--- src/rtl/ahb_slave_port_arbiter_n_if.sv ---
// Bus bundle between the masters' request side and the slave-port arbiter.
// The master modport drives requests; the slave modport is the arbiter's view.
interface ahb_slave_port_arbiter_n_if #(
  parameter int NUM_MASTERS = 2
);
  localparam int IDX_W = (NUM_MASTERS > 2) ? $clog2(NUM_MASTERS) : 1;

  logic [NUM_MASTERS-1:0] REQ;
  logic [NUM_MASTERS-1:0] MASTLOCK;
  logic                   HREADY;
  logic [NUM_MASTERS-1:0] SEL;
  logic [IDX_W-1:0]       OWNER;
  logic                   LOCK_ACTIVE;
  logic                   LOCK_TO_ERR;

  modport master (
    output REQ, MASTLOCK, HREADY,
    input  SEL, OWNER, LOCK_ACTIVE, LOCK_TO_ERR
  );

  modport slave (
    input  REQ, MASTLOCK, HREADY,
    output SEL, OWNER, LOCK_ACTIVE, LOCK_TO_ERR
  );
endinterface

--- src/rtl/ahb_slave_port_arbiter_n.sv ---
// N-master arbiter for one AHB slave port: round-robin or fixed priority,
// with HMASTLOCK sequences and an optional idle-lock timeout.
module ahb_slave_port_arbiter_n #(
  parameter int NUM_MASTERS  = 2,
  parameter int ARB_MODE     = 0,
  parameter int LOCK_TIMEOUT = 0
) (
  input logic                      HCLK,
  input logic                      HRESETN,
  ahb_slave_port_arbiter_n_if.slave bus
);
  localparam int IDX_W = (NUM_MASTERS > 2) ? $clog2(NUM_MASTERS) : 1;
  localparam int CNT_W = (LOCK_TIMEOUT > 0) ? $clog2(LOCK_TIMEOUT + 1) : 1;
  localparam logic [IDX_W-1:0] K_RESET  = IDX_W'(NUM_MASTERS - 1);
  localparam logic [CNT_W-1:0] CNT_MAX  = CNT_W'(LOCK_TIMEOUT);
  localparam logic [CNT_W-1:0] CNT_LAST = CNT_W'((LOCK_TIMEOUT > 0) ? LOCK_TIMEOUT - 1 : 0);

  typedef enum logic [1:0] {
    ST_IDLE      = 2'd0,
    ST_DATA      = 2'd1,
    ST_LOCK      = 2'd2,
    ST_LOCK_DATA = 2'd3
  } state_t;

  state_t                 state_r, state_nxt_s, st_eff_s;
  logic [IDX_W-1:0]       k_r, k_nxt_s, k_eff_s;
  logic [IDX_W-1:0]       win_s, cand_s;
  logic                   win_found_s;
  logic [CNT_W-1:0]       cnt_r, cnt_nxt_s;
  logic                   idle_lock_s, timeout_s;
  logic                   lock_to_err_r, lock_active_r;
  logic [NUM_MASTERS-1:0] sel_s;

  // An owner index beyond the last master is recovered as IDLE with the reset index
  always_comb begin
    if (int'(k_r) >= NUM_MASTERS) begin
      st_eff_s = ST_IDLE;
      k_eff_s  = K_RESET;
    end else begin
      st_eff_s = state_r;
      k_eff_s  = k_r;
    end
  end

  // Winner search: upward from K+1 with wrap (round-robin) or from index 0 (fixed)
  always_comb begin
    win_found_s = 1'b0;
    win_s       = '0;
    cand_s      = '0;
    for (int i = 0; i < NUM_MASTERS; i++) begin
      cand_s      = (ARB_MODE == 0) ? IDX_W'((int'(k_eff_s) + i + 1) % NUM_MASTERS) : IDX_W'(i);
      win_s       = (!win_found_s && bus.REQ[cand_s]) ? cand_s : win_s;
      win_found_s = win_found_s | bus.REQ[cand_s];
    end
  end

  assign idle_lock_s = (st_eff_s == ST_LOCK) && bus.MASTLOCK[k_eff_s] && !bus.REQ[k_eff_s];
  assign timeout_s   = (LOCK_TIMEOUT > 0) && idle_lock_s && (cnt_r == CNT_LAST);
  assign cnt_nxt_s   = idle_lock_s ? ((cnt_r >= CNT_MAX) ? cnt_r : cnt_r + CNT_W'(1)) : '0;

  // State register plus the registered status outputs
  always_ff @(posedge HCLK or negedge HRESETN) begin
    if (!HRESETN) begin
      state_r       <= ST_IDLE;
      k_r           <= K_RESET;
      cnt_r         <= '0;
      lock_to_err_r <= 1'b0;
      lock_active_r <= 1'b0;
    end else begin
      state_r       <= state_nxt_s;
      k_r           <= k_nxt_s;
      cnt_r         <= cnt_nxt_s;
      lock_to_err_r <= timeout_s;
      lock_active_r <= (state_nxt_s == ST_LOCK) || (state_nxt_s == ST_LOCK_DATA);
    end
  end

  // Next-state logic
  always_comb begin
    state_nxt_s = st_eff_s;
    k_nxt_s     = k_eff_s;
    case (st_eff_s)
      ST_IDLE: begin
        if (win_found_s) begin
          k_nxt_s = win_s;
          if (bus.MASTLOCK[win_s]) begin
            state_nxt_s = ST_LOCK;
          end else if (bus.HREADY) begin
            state_nxt_s = ST_IDLE;
          end else begin
            state_nxt_s = ST_DATA;
          end
        end else begin
          state_nxt_s = ST_IDLE;
        end
      end
      ST_DATA: begin
        state_nxt_s = bus.HREADY ? ST_IDLE : ST_DATA;
      end
      ST_LOCK: begin
        // Other masters' requests are ignored for as long as the owner holds the lock
        if (!bus.MASTLOCK[k_eff_s]) begin
          state_nxt_s = ST_IDLE;
        end else if (bus.REQ[k_eff_s]) begin
          state_nxt_s = bus.HREADY ? ST_LOCK : ST_LOCK_DATA;
        end else if (timeout_s) begin
          state_nxt_s = ST_IDLE;
        end else begin
          state_nxt_s = ST_LOCK;
        end
      end
      ST_LOCK_DATA: begin
        state_nxt_s = bus.HREADY ? ST_LOCK : ST_LOCK_DATA;
      end
      default: begin
        state_nxt_s = ST_IDLE;
        k_nxt_s     = K_RESET;
      end
    endcase
  end

  // Select output; a locked grant waits one cycle so SEL stays low on acquisition
  always_comb begin
    sel_s = '0;
    case (st_eff_s)
      ST_IDLE: begin
        if (win_found_s && !bus.MASTLOCK[win_s]) begin
          sel_s[win_s] = 1'b1;
        end else begin
          sel_s = '0;
        end
      end
      ST_DATA, ST_LOCK_DATA: begin
        sel_s[k_eff_s] = 1'b1;
      end
      ST_LOCK: begin
        if (bus.MASTLOCK[k_eff_s] && bus.REQ[k_eff_s]) begin
          sel_s[k_eff_s] = 1'b1;
        end else begin
          sel_s = '0;
        end
      end
      default: begin
        sel_s = '0;
      end
    endcase
  end

  assign bus.SEL         = sel_s;
  assign bus.OWNER       = k_r;
  assign bus.LOCK_ACTIVE = lock_active_r;
  assign bus.LOCK_TO_ERR = lock_to_err_r;
endmodule

--- src/flat_wrapper.sv ---
// flat-port wrapper written by rule: the top's interface ports become plain ports
module ahb_slave_port_arbiter_n_flat 
#(
  parameter int NUM_MASTERS  = 2,
  parameter int ARB_MODE     = 0,
  parameter int LOCK_TIMEOUT = 0
)
  (HCLK, HRESETN, bus_REQ, bus_MASTLOCK, bus_HREADY, bus_SEL, bus_OWNER, bus_LOCK_ACTIVE, bus_LOCK_TO_ERR);
  ahb_slave_port_arbiter_n_if #(.NUM_MASTERS(NUM_MASTERS)) bus_i ();
  input logic HCLK;
  input logic HRESETN;
  input wire logic [$bits(bus_i.REQ)-1:0] bus_REQ;
  input wire logic [$bits(bus_i.MASTLOCK)-1:0] bus_MASTLOCK;
  input wire logic [$bits(bus_i.HREADY)-1:0] bus_HREADY;
  output wire logic [$bits(bus_i.SEL)-1:0] bus_SEL;
  output wire logic [$bits(bus_i.OWNER)-1:0] bus_OWNER;
  output wire logic [$bits(bus_i.LOCK_ACTIVE)-1:0] bus_LOCK_ACTIVE;
  output wire logic [$bits(bus_i.LOCK_TO_ERR)-1:0] bus_LOCK_TO_ERR;
  assign bus_i.REQ = bus_REQ;
  assign bus_i.MASTLOCK = bus_MASTLOCK;
  assign bus_i.HREADY = bus_HREADY;
  assign bus_SEL = bus_i.SEL;
  assign bus_OWNER = bus_i.OWNER;
  assign bus_LOCK_ACTIVE = bus_i.LOCK_ACTIVE;
  assign bus_LOCK_TO_ERR = bus_i.LOCK_TO_ERR;
  ahb_slave_port_arbiter_n #(.NUM_MASTERS(NUM_MASTERS), .ARB_MODE(ARB_MODE), .LOCK_TIMEOUT(LOCK_TIMEOUT)) u_core (.HCLK(HCLK), .HRESETN(HRESETN), .bus(bus_i));
endmodule
--- config.mk ---
export PLATFORM = sky130hd
export DESIGN_NAME = ahb_slave_port_arbiter_n_flat
export DESIGN_NICKNAME = d
export VERILOG_FILES = /design/src/rtl/ahb_slave_port_arbiter_n_if.sv /design/src/rtl/ahb_slave_port_arbiter_n.sv /design/src/flat_wrapper.sv
export SDC_FILE = /design/constraint.sdc
export NUM_CORES = 1
export LEC_CHECK = 0
export CAP_MARGIN = 20
export CORE_AREA = 2 2 39 41
export CTS_CLUSTER_DIAMETER = 30
export DETAILED_ROUTE_END_ITERATION = 10
export DIE_AREA = 0 0 41 43
export SYNTH_ARGS = -nofsm -noshare
export SYNTH_HDL_FRONTEND = slang
export SYNTH_SLANG_ARGS = --single-unit
--- constraint.sdc ---
create_clock -name HCLK -period 1.8 [get_ports HCLK]
set_input_delay 0.27 -clock HCLK [delete_from_list [all_inputs] [get_ports HCLK]]
set_output_delay 0.27 -clock HCLK [all_outputs]
set_load 0.05 [all_outputs]
# [After elaboration in Yosys (flattened, before gate mapping)]
# Index checks and enable logic that the tools add are counted.
# W data, S select, Z words.
[totals] regBits=4 out_inout_bits=5 elab_cells=54
[classes] add_sub_neg=2 magnitude_cmp=6 n_eq_ne=5 muxes=26 bitwise=1 n_reduce_logical=11
[op_table] op="$mux W1" n=16
[op_table] op="$mux W2" n=6
[op_table] op="$eq A2 B2 Y1 const B" n=4
[op_table] op="$lt A1 B2 Y1 const B" n=4
[op_table] op="$pmux W2 S4" n=1
[op_table] op="$pmux W2 S3" n=1
[op_table] op="$logic_and A1 B1 Y1" n=5
[op_table] op="$add A1 B1 Y1 const B" n=2
[op_table] op="$demux W1 S1" n=2
[op_table] op="$eq A2 B1 Y1 const B" n=1
[op_table] op="$ge A1 B1 Y1 const B" n=2
[op_table] op="$logic_not A1 Y1" n=2
[op_table] op="$logic_not A2 Y1" n=1
[op_table] op="$reduce_and A2 Y1" n=1
[op_table] op="$reduce_or A2 Y1" n=1
[op_table] op="$logic_or A1 B1 Y1" n=1
[op_table] op="$or A1 B1 Y1" n=1

# [Longest topological paths before layout]
# Gate-level depths: netlist of run 1.
[depth] ltp_word=13 depth_mapped=4 ltp_nobuf=3

# [Worst setup path before layout of run 1]
# No wires, ideal clock.
[synth_path] kind="register to output" startpoint="register u_core.k_r, in the netlist u_core.bus.OWNER" endpoint="output port bus_SEL[1]" arrival_time_ps=1536 required_time_ps=1530 setup_slack_ps=-6 stages_incl_launch_ff=5 cell_sequence="dfstp_2 buf_2 and3_1 o21ai_0 nand2_1"
[synth_between] elab_chain_len=12 elab_cells_between_ends=33 classes_between="add/sub (2); order compare (4); mux (19); bitwise (1); reduce/logical (7)"
[synth_rtl] item="start, declared" line_no="ahb_slave_port_arbiter_n.sv:26" text="logic [IDX_W-1:0] k_r, k_nxt_s, k_eff_s;"
[synth_rtl] item="start signal, assigned" line_no="ahb_slave_port_arbiter_n.sv:71" text="k_r <= k_nxt_s;"
[synth_rtl] item="$add A1 B1 Y1" line_no="ahb_slave_port_arbiter_n.sv:51" text="cand_s = (ARB_MODE == 0) ? IDX_W'((int'(k_eff_s) + i + 1) % NUM_MASTERS) : IDX_W'(i);"
[synth_rtl] item="$add A1 B1 Y1 or $mux W1 (tied branches)" line_no="ahb_slave_port_arbiter_n.sv:51, ahb_slave_port_arbiter_n.sv:52, ahb_slave_port_arbiter_n.sv:53"
[synth_rtl] item="$mux W1 (implied by the code)" line_no="ahb_slave_port_arbiter_n.sv:52, ahb_slave_port_arbiter_n.sv:53"
[synth_rtl] item="$mux W1 (implied by the code) or $logic_not A1 Y1 (tied branches)" line_no="ahb_slave_port_arbiter_n.sv:52, ahb_slave_port_arbiter_n.sv:53"
[synth_rtl] item="$logic_and A1 B1 Y1" line_no="ahb_slave_port_arbiter_n.sv:52" text="win_s = (!win_found_s && bus.REQ[cand_s]) ? cand_s : win_s;"
[synth_rtl] item="$mux W1" line_no="ahb_slave_port_arbiter_n.sv:52"
[synth_rtl] item="$lt A1 B2 Y1 (implied by the code), or another cell as far along" line_no="ahb_slave_port_arbiter_n.sv:128" text="sel_s[win_s] = 1'b1;"
[synth_rtl] item="$logic_and A1 B1 Y1 (implied by the code) or $mux W1 (tied branches)" line_no="ahb_slave_port_arbiter_n.sv:128, ahb_slave_port_arbiter_n.sv:127"
[synth_rtl] item="$mux W1 (implied by the code) or $logic_not A1 Y1 (tied branches)" line_no="ahb_slave_port_arbiter_n.sv:128, ahb_slave_port_arbiter_n.sv:127"
[synth_rtl] item="$demux W1 S1 or $logic_and A1 B1 Y1 (tied branches)"
[synth_rtl] item="$mux W2" line_no="ahb_slave_port_arbiter_n.sv:127" text="if (win_found_s && !bus.MASTLOCK[win_s]) begin"
[synth_rtl] item="$pmux W2 S3 (*)" line_no="ahb_slave_port_arbiter_n.sv:125" text="case (st_eff_s)"
[synth_rtl] item="end, declared" line_no="flat_wrapper.sv:15" text="output wire logic [$bits(bus_i.SEL)-1:0] bus_SEL;"
# Mark *: on every way between the ends. The rest lies on a longest branch, timed or not. The select of a mux whose other input is x is not followed.

# [Final worst setup path of run 1]
[layout_path] startpoint="register u_core.state_r[0], in the netlist u_core.st_eff_s[0]" endpoint="output port bus_SEL[0]"
[layout_between] elab_chain_len=3 elab_cells_between_ends=6 classes_between="eq/ne (3); mux (1); reduce/logical (2)"
[layout_rtl] item="start, declared" line_no="ahb_slave_port_arbiter_n.sv:25" text="state_t state_r, state_nxt_s, st_eff_s;"
[layout_rtl] item="start signal, assigned" line_no="ahb_slave_port_arbiter_n.sv:70" text="state_r <= state_nxt_s;"
[layout_rtl] item="$eq A2 B1 Y1 or $eq A2 B2 Y1 (tied branches)" line_no="ahb_slave_port_arbiter_n.sv:125"
[layout_rtl] item="$reduce_or A2 Y1" line_no="ahb_slave_port_arbiter_n.sv:125"
[layout_rtl] item="$pmux W2 S3 (*)" line_no="ahb_slave_port_arbiter_n.sv:125"
# Mark *: on every way between the ends. The rest lies on a longest branch, timed or not.

==> summary.md, run 1 <==
| Metric | Value |
|---|---|
| CP arrival | `1480 ps` |
| Die Ht | `roughly 43 um` |
| Critical-path cell list | `or2_4 -> o32ai_2 -> a22o_1 -> buf_12` |
| Leakage | `0.235 nW` |
| Worst Path Class, Setup | `reg2out` |
| # IOs | `12` |
| Top FF cell, synth | `dfrtp_1` |
| EDFF count, synth | `0` |
| Root buffer cell | `clkbuf_4` |
| Power density relative to cell area | `between 1500 and 2000 mW/mm^2` |
| DR pass1 iterations | `4` |
| Sink Count | `4` |
| Starting Density | `0.211` |
| RePlAce Congestion | `roughly 0.74` |
| WHS | `about 240 ps` |
| Ys Warns | `0` |
| Global Route Usage Sum | `0.107` |
| Max Root-Sink Buffers | `2` |
| Remaining antenna violation count | `0` |
| Period utilisation layout | `0.973` |
| Core Area | `0.00138 sq mm` |
| Fin area | `~540 sq um` |
| Worst-path maximum fanout | `3` |
| Most common cell after layout, fill and taps aside | `buf_4` |
| Syn Inst Count | `34` |
| Layout area overhead | `85.0%` |
| Net Sw Frac | `0.436` |
| Post-route DRC | `0` |
| Vias in the first global route | `approximately 310` |
| Yosys top cell area share | `0.258` |
| Final Core Density | `0.390` |
| Post-synthesis average cell area | `between 8 and 9 sq um` |
| Final setup vio count | `0` |
| Max frequency | `roughly 570 MHz` |
| Post-CTS Hold Buffers | `0` |
| Area contributors post-synth | `dfrtp_1, dfstp_2, o21ai_0` |
| Combinational power share | `0.685` |
| Critical path endpoint category | `primary output` |
| Fin worst setup slack | `a little under 50 ps` |
| Internal power | `roughly 0.54 mW` |
| Share of cells above drive strength 1 | `0.400` |
| Nets | `63` |
| Post-layout minimum cycle time | `between 1500 and 2000 ps` |
| Power, Total | `between 0.9 and 1 mW` |
| Netlist area before placement | `292 sq um` |
| Diodes inserted | `0` |
| Skew-Pair Late Insertion Delay | `~230 ps` |
| RSZ-0062 raised after global routing | `true` |
| Total negative slack | `0 ps` |
| Total routed wirelength | `about 800 um` |
| Via density | `about 4.7` |
| Sw power | `between 0.4 and 0.5 mW` |
| Fillers | `roughly 140` |
| Die ar. | `around 0.0018 sq mm` |
| Syn Nets | `41` |
| Vias | `between 300 and 400` |
| Peak VDD IR | `approximately 0.59 mV` |
| CP required | `between 1500 and 2000 ps` |
| Most frequent cells in the layout | `buf_4, clkdlybuf4s50_1, o21ai_0, nand2_1` |
| Initial antenna violation count | `0` |
| Wire length of the first global-routing pass | `1.30 mm` |
| Startpoint Class | `flip-flop` |
| Clock transition at the registers of the reported paths | `roughly 40 ps` |
| Slew Limit Fails | `0` |
| DR WL/cell | `between 10 and 15 um` |
| Dpl cells | `between 60 and 70` |
| Pre-CTS setup slack | `-48.6 ps` |
| Seq/Total Area, Yosys | `0.348` |
| Initial DRC Count | `8` |
| Largest net degree at the start of global routing | `11` |
| Final std cells w/o fill | `just over 70` |
| H-tree depth | `1` |
| Clk_skew | `between 0.6 and 0.7 ps` |
| Post-synthesis register bit count | `4` |
| PortBufs | `10` |
| Synth area leader | `dfrtp_1` |
| CTS tree | `built` |
| Max incr delay on CP | `roughly 370 ps` |
| Site Rows | `14` |
| Placed cell areas | `between 400 and 500 sq um` |
| Sequential share of power | `0.187` |
| Clock power share | `0.128` |
| Remaining global-route overflow | `0` |
| Die width | `approximately 40 um` |
| Max-cap viol count | `0` |
| Critical Path Slowest Stage Cell | `dfrtp_1` |
| Netlist cell types | `23` |
| Post-synth ARST share | `1.00` |
| Final Hold Viols | `0` |
| Total CTS buffers | `3` |
| Worst Hold Class | `in2async` |
| Status | `complete, no violations` |
-- registers in the layout, summed over array words and instances, names as in the netlist --
name,count
u_core.bus.OWNER,1
u_core.st_eff_s,2
u_core.bus.LOCK_ACTIVE,1
-- logic make-up (layout without fill, tap and decap cells) --
| logic type | count (synthesis) | count (layout) | share of synthesized area |
|---|---|---|---|
| AO/OA/AOI/OAI | 14 | 14 | 0.322 |
| buffers and inverters | 3 | 24 | 0.0558 |
| flip-flops | 4 | 4 | 0.348 |
| multiplexers | 1 | 1 | 0.0386 |
| other | 1 | 1 | 0.0129 |
| AND/OR/NAND/NOR | 11 | 11 | 0.223 |
-- Yosys cell counts (all sizes together), types with 2 or more instances --
cell / number
nand2: 5
o21ai: 5
dfrtp: 3
a31oi: 2
buf: 2
-- layer usage --
metal,GRT usage,vias up,wire (um)
met1,0.162,153,380
met5,0,-,0
li1,-,170,-
met3,0.0366,0,53
met2,0.131,11,365
met4,0.0467,0,0
-- layout make-up --
cell class              count  area [sq um]  share of cell area
clock buffers               4          26.3              0.0487
flip-flops and latches      4           101               0.188
well taps                  16          20.0              0.0371
repair buffers             19           195               0.362
multi-input cells          27           193               0.357
inverters                   1          3.75             0.00696
-- power by group through the flow --
stage                     Clock (mW)  Sequential, mW  Combinational, mW
after global routing           0.134           0.183              0.692
final                          0.122           0.178              0.652
after detailed placement           0           0.190              0.563
after global placement             0           0.186              0.561
after CTS                      0.128           0.189              0.628
after floorplan                    0           0.256              0.239
-- worst max-delay path, delay by kind of cell (launching register included) --
family,cells,cell delay [ps]
DFF,1,370
buffers and inverters,1,150
AOI/OAI and AO/OA,2,470
and+or+nand+nor,1,260
-- timing repair --
action / in CTS / in global routing
buffers inserted: 2 / 1
endpoints found under the hold margin: 0 / 0
setup endpoints to repair: 2 / 1
pin swaps: 1 / 2
gates resized for setup: 4 / 0
-- path summary, 6_finish.rpt --
check / from / endpoint / slack [ps] / cells past startpoint
max: u_core.st_eff_s[0] / bus_SEL[0] / 50 / 4
max in group asynchronous: HRESETN / u_core.bus.OWNER / 1320 / 1
max reg2reg: u_core.bus.OWNER / u_core.bus.LOCK_ACTIVE / 240 / 4
min reg2reg: u_core.st_eff_s[0] / u_core.st_eff_s[1] / 610 / 2
min: HRESETN / u_core.st_eff_s[1] / 240 / 1
min in group HCLK: bus_HREADY / u_core.st_eff_s[0] / 580 / 2
Note: power is estimated with default switching activity, not from simulation.
==> inputs of run 2 (changes only) <==
--- a/config.mk
+++ b/config.mk
@@ -6,10 +6,13 @@
 export NUM_CORES = 1
 export LEC_CHECK = 0
 export CAP_MARGIN = 20
+export CELL_PAD_IN_SITES_DETAIL_PLACEMENT = 0
+export CELL_PAD_IN_SITES_GLOBAL_PLACEMENT = 1
 export CORE_AREA = 2 2 39 41
 export CTS_CLUSTER_DIAMETER = 30
 export DETAILED_ROUTE_END_ITERATION = 10
 export DIE_AREA = 0 0 41 43
+export PLACE_DENSITY_LB_ADDON = 0.1
 export SYNTH_ARGS = -nofsm -noshare
 export SYNTH_HDL_FRONTEND = slang
 export SYNTH_SLANG_ARGS = --single-unit
==> summary.md, run 2 (synthesized netlist as in run 1, its figures left out) <==
| Metric | Value |
|---|---|
| Status | `complete, no violations (unchanged)` |
| Core Area | `0.00138 sq mm (unchanged)` |
| Via density | `4.80 (was 4.70)` |
| Remaining antenna violation count | `0 (unchanged)` |
| Total routed wirelength | `833 um (was 799 um)` |
| Critical Path Source | `u_core.st_eff_s[1] (was u_core.st_eff_s[0])` |
| Power density relative to cell area | `1760 mW/mm^2 (about the same)` |
| Largest net degree at the start of global routing | `9 (was 11)` |
| Peak VDD IR | `0.708 mV (was 0.592 mV)` |
| Die Ht | `43 um (unchanged)` |
| Sink Count | `4 (unchanged)` |
| Max frequency | `572 MHz (was 571 MHz)` |
| PortBufs | `10 (unchanged)` |
| WHS | `233 ps (was 238 ps)` |
| Critical path endpoint category | `primary output (unchanged)` |
| Initial DRC Count | `5 (was 8)` |
| Die width | `41 um (unchanged)` |
| Final Hold Viols | `0 (unchanged)` |
| # IOs | `12 (unchanged)` |
| Vias in the first global route | `347 (was 312)` |
| RePlAce Congestion | `0.794 (was 0.739)` |
| Total CTS buffers | `3 (unchanged)` |
| Reg2reg start | `u_core.bus.OWNER (unchanged)` |
| H-tree depth | `1 (unchanged)` |
| Period utilisation layout | `0.972 (was 0.973)` |
| Site Rows | `14 (unchanged)` |
| Nets | `61 (was 63)` |
| Skew-Pair Late Insertion Delay | `240 ps (was 230 ps)` |
| Post-CTS Hold Buffers | `0 (unchanged)` |
| Worst Hold Class | `in2async (unchanged)` |
| Worst Path Class, Setup | `reg2out (unchanged)` |
| Max Root-Sink Buffers | `2 (unchanged)` |
| Final Core Density | `0.377 (was 0.390)` |
| Remaining global-route overflow | `0 (unchanged)` |
| Setup slack, reg-to-reg | `270 ps (was 240 ps)` |
| CP required | `1530 ps (about the same)` |
| DR pass1 iterations | `4 (unchanged)` |
| Most frequent cells in the layout | `clkdlybuf4s50_1, buf_4, o21ai_0, nand2_1 (was buf_4, clkdlybuf4s50_1, o21ai_0, nand2_1)` |
| Diodes inserted | `0 (unchanged)` |
| Clk_skew | `4.90 ps (was 0.633 ps)` |
| Starting Density | `0.211 (unchanged)` |
| Post-route DRC | `0 (unchanged)` |
| Post-layout minimum cycle time | `1750 ps (about the same)` |
| Startpoint Class | `flip-flop (unchanged)` |
| Share of cells above drive strength 1 | `0.358 (was 0.400)` |
| Root buffer cell | `clkbuf_4 (unchanged)` |
| Clock transition at the registers of the reported paths | `40 ps (about the same)` |
| Vias | `331 (was 334)` |
| Wire length of the first global-routing pass | `1.36 mm (was 1.30 mm)` |
| Die ar. | `0.00176 sq mm (unchanged)` |
| Max-cap viol count | `0 (unchanged)` |
| Worst-path maximum fanout | `3 (unchanged)` |
| Global Route Usage Sum | `0.116 (was 0.107)` |
| Leakage | `0.225 nW (was 0.235 nW)` |
| RSZ-0062 raised after global routing | `true (unchanged)` |
| Final setup vio count | `0 (unchanged)` |
| Power, Total | `0.920 mW (was 0.951 mW)` |
| Max reg flops | `2 (unchanged)` |
| CTS tree | `built (unchanged)` |
| CP arrival | `1480 ps (about the same)` |
| Initial antenna violation count | `0 (unchanged)` |
| DPL Wire Length | `around 610 um` |
| Slew Limit Fails | `0 (unchanged)` |
| Layout area overhead | `79.0% (was 85.0%)` |
| DR WL/cell | `12.1 um (was 11.3 um)` |
==> run 2: changes by cell type in the layout (fill, tap and decap cells not counted), sizes merged <==
cell / delta
clkbuf: -1
buf: -1
==> run 2: timing repair <==
item / 4_1_cts / 5_1_grt
buffers inserted: 0 / 1
pin swaps: 1 / 0
gates cloned: 0 / 0
gates resized for setup: 2 / 1
endpoints found under the setup margin: 1 / 2
==> run 2: area by class of cell <==
class                           count  area (sq um)
Fill cell                         155           862
Multi-Input combinational cell     27           188
Timing Repair Buffer               17           183
Sequential cell                     4           101
Clock buffer                        4          26.3
Tap cell                           16          20.0
Inverter                            1          3.75
==> run 2: path summary, 6_finish.rpt <==
| path | to | cells past startpoint |
|---|---|---|
| min in group HCLK | u_core.st_eff_s[0] | 2 |
| worst max register to register | u_core.st_eff_s[1] | 4 |
| worst min-delay path | u_core.bus.LOCK_ACTIVE | 1 |
| worst max-delay path | bus_SEL[0] | 4 |
| max in group asynchronous | u_core.bus.OWNER | 1 |
| worst min register to register | u_core.bus.OWNER | 1 |
==> run 2: worst max-delay path: stages (launching register included) <==
cell     delay [ps]
dfrtp_1         370
or2_4           270
o32ai_2         240
a22o_1          210
buf_12          140
==> run 2: routing by layer <==
| layer | track usage | part of all wire |
|---|---|---|
| met4 | 0.0600 | 0 |
| met3 | 0.0314 | 0.032 |
| met2 | 0.172 | 0.53 |
| met5 | 0 | 0 |
| met1 | 0.146 | 0.44 |
==> run 2: stage by stage <==
| step | setup TNS (ps) | instance area, sq um | std cells | worst slack [ps] |
|---|---|---|---|---|
| after floorplan | 0 | 294 | 34 | 83.8 |
| after global placement | 0 | 477 | 64 | 78.1 |
| after detailed placement | 0 | 477 | 64 | 78.2 |
| after CTS | 0 | 513 | 68 | 23.2 |
| after global routing | -4.09 | 522 | 69 | -4.09 |
| final | 0 | 522 | 69 | 50.6 |
==> run 2: where the power goes <==
group	switching (mW)	leakage [nW]	total (mW)	internal (mW)
combinational	0.325	0.162	0.618	0.293
clock	0.0400	0.0150	0.123	0.0834
sequential	0.0402	0.0484	0.179	0.139
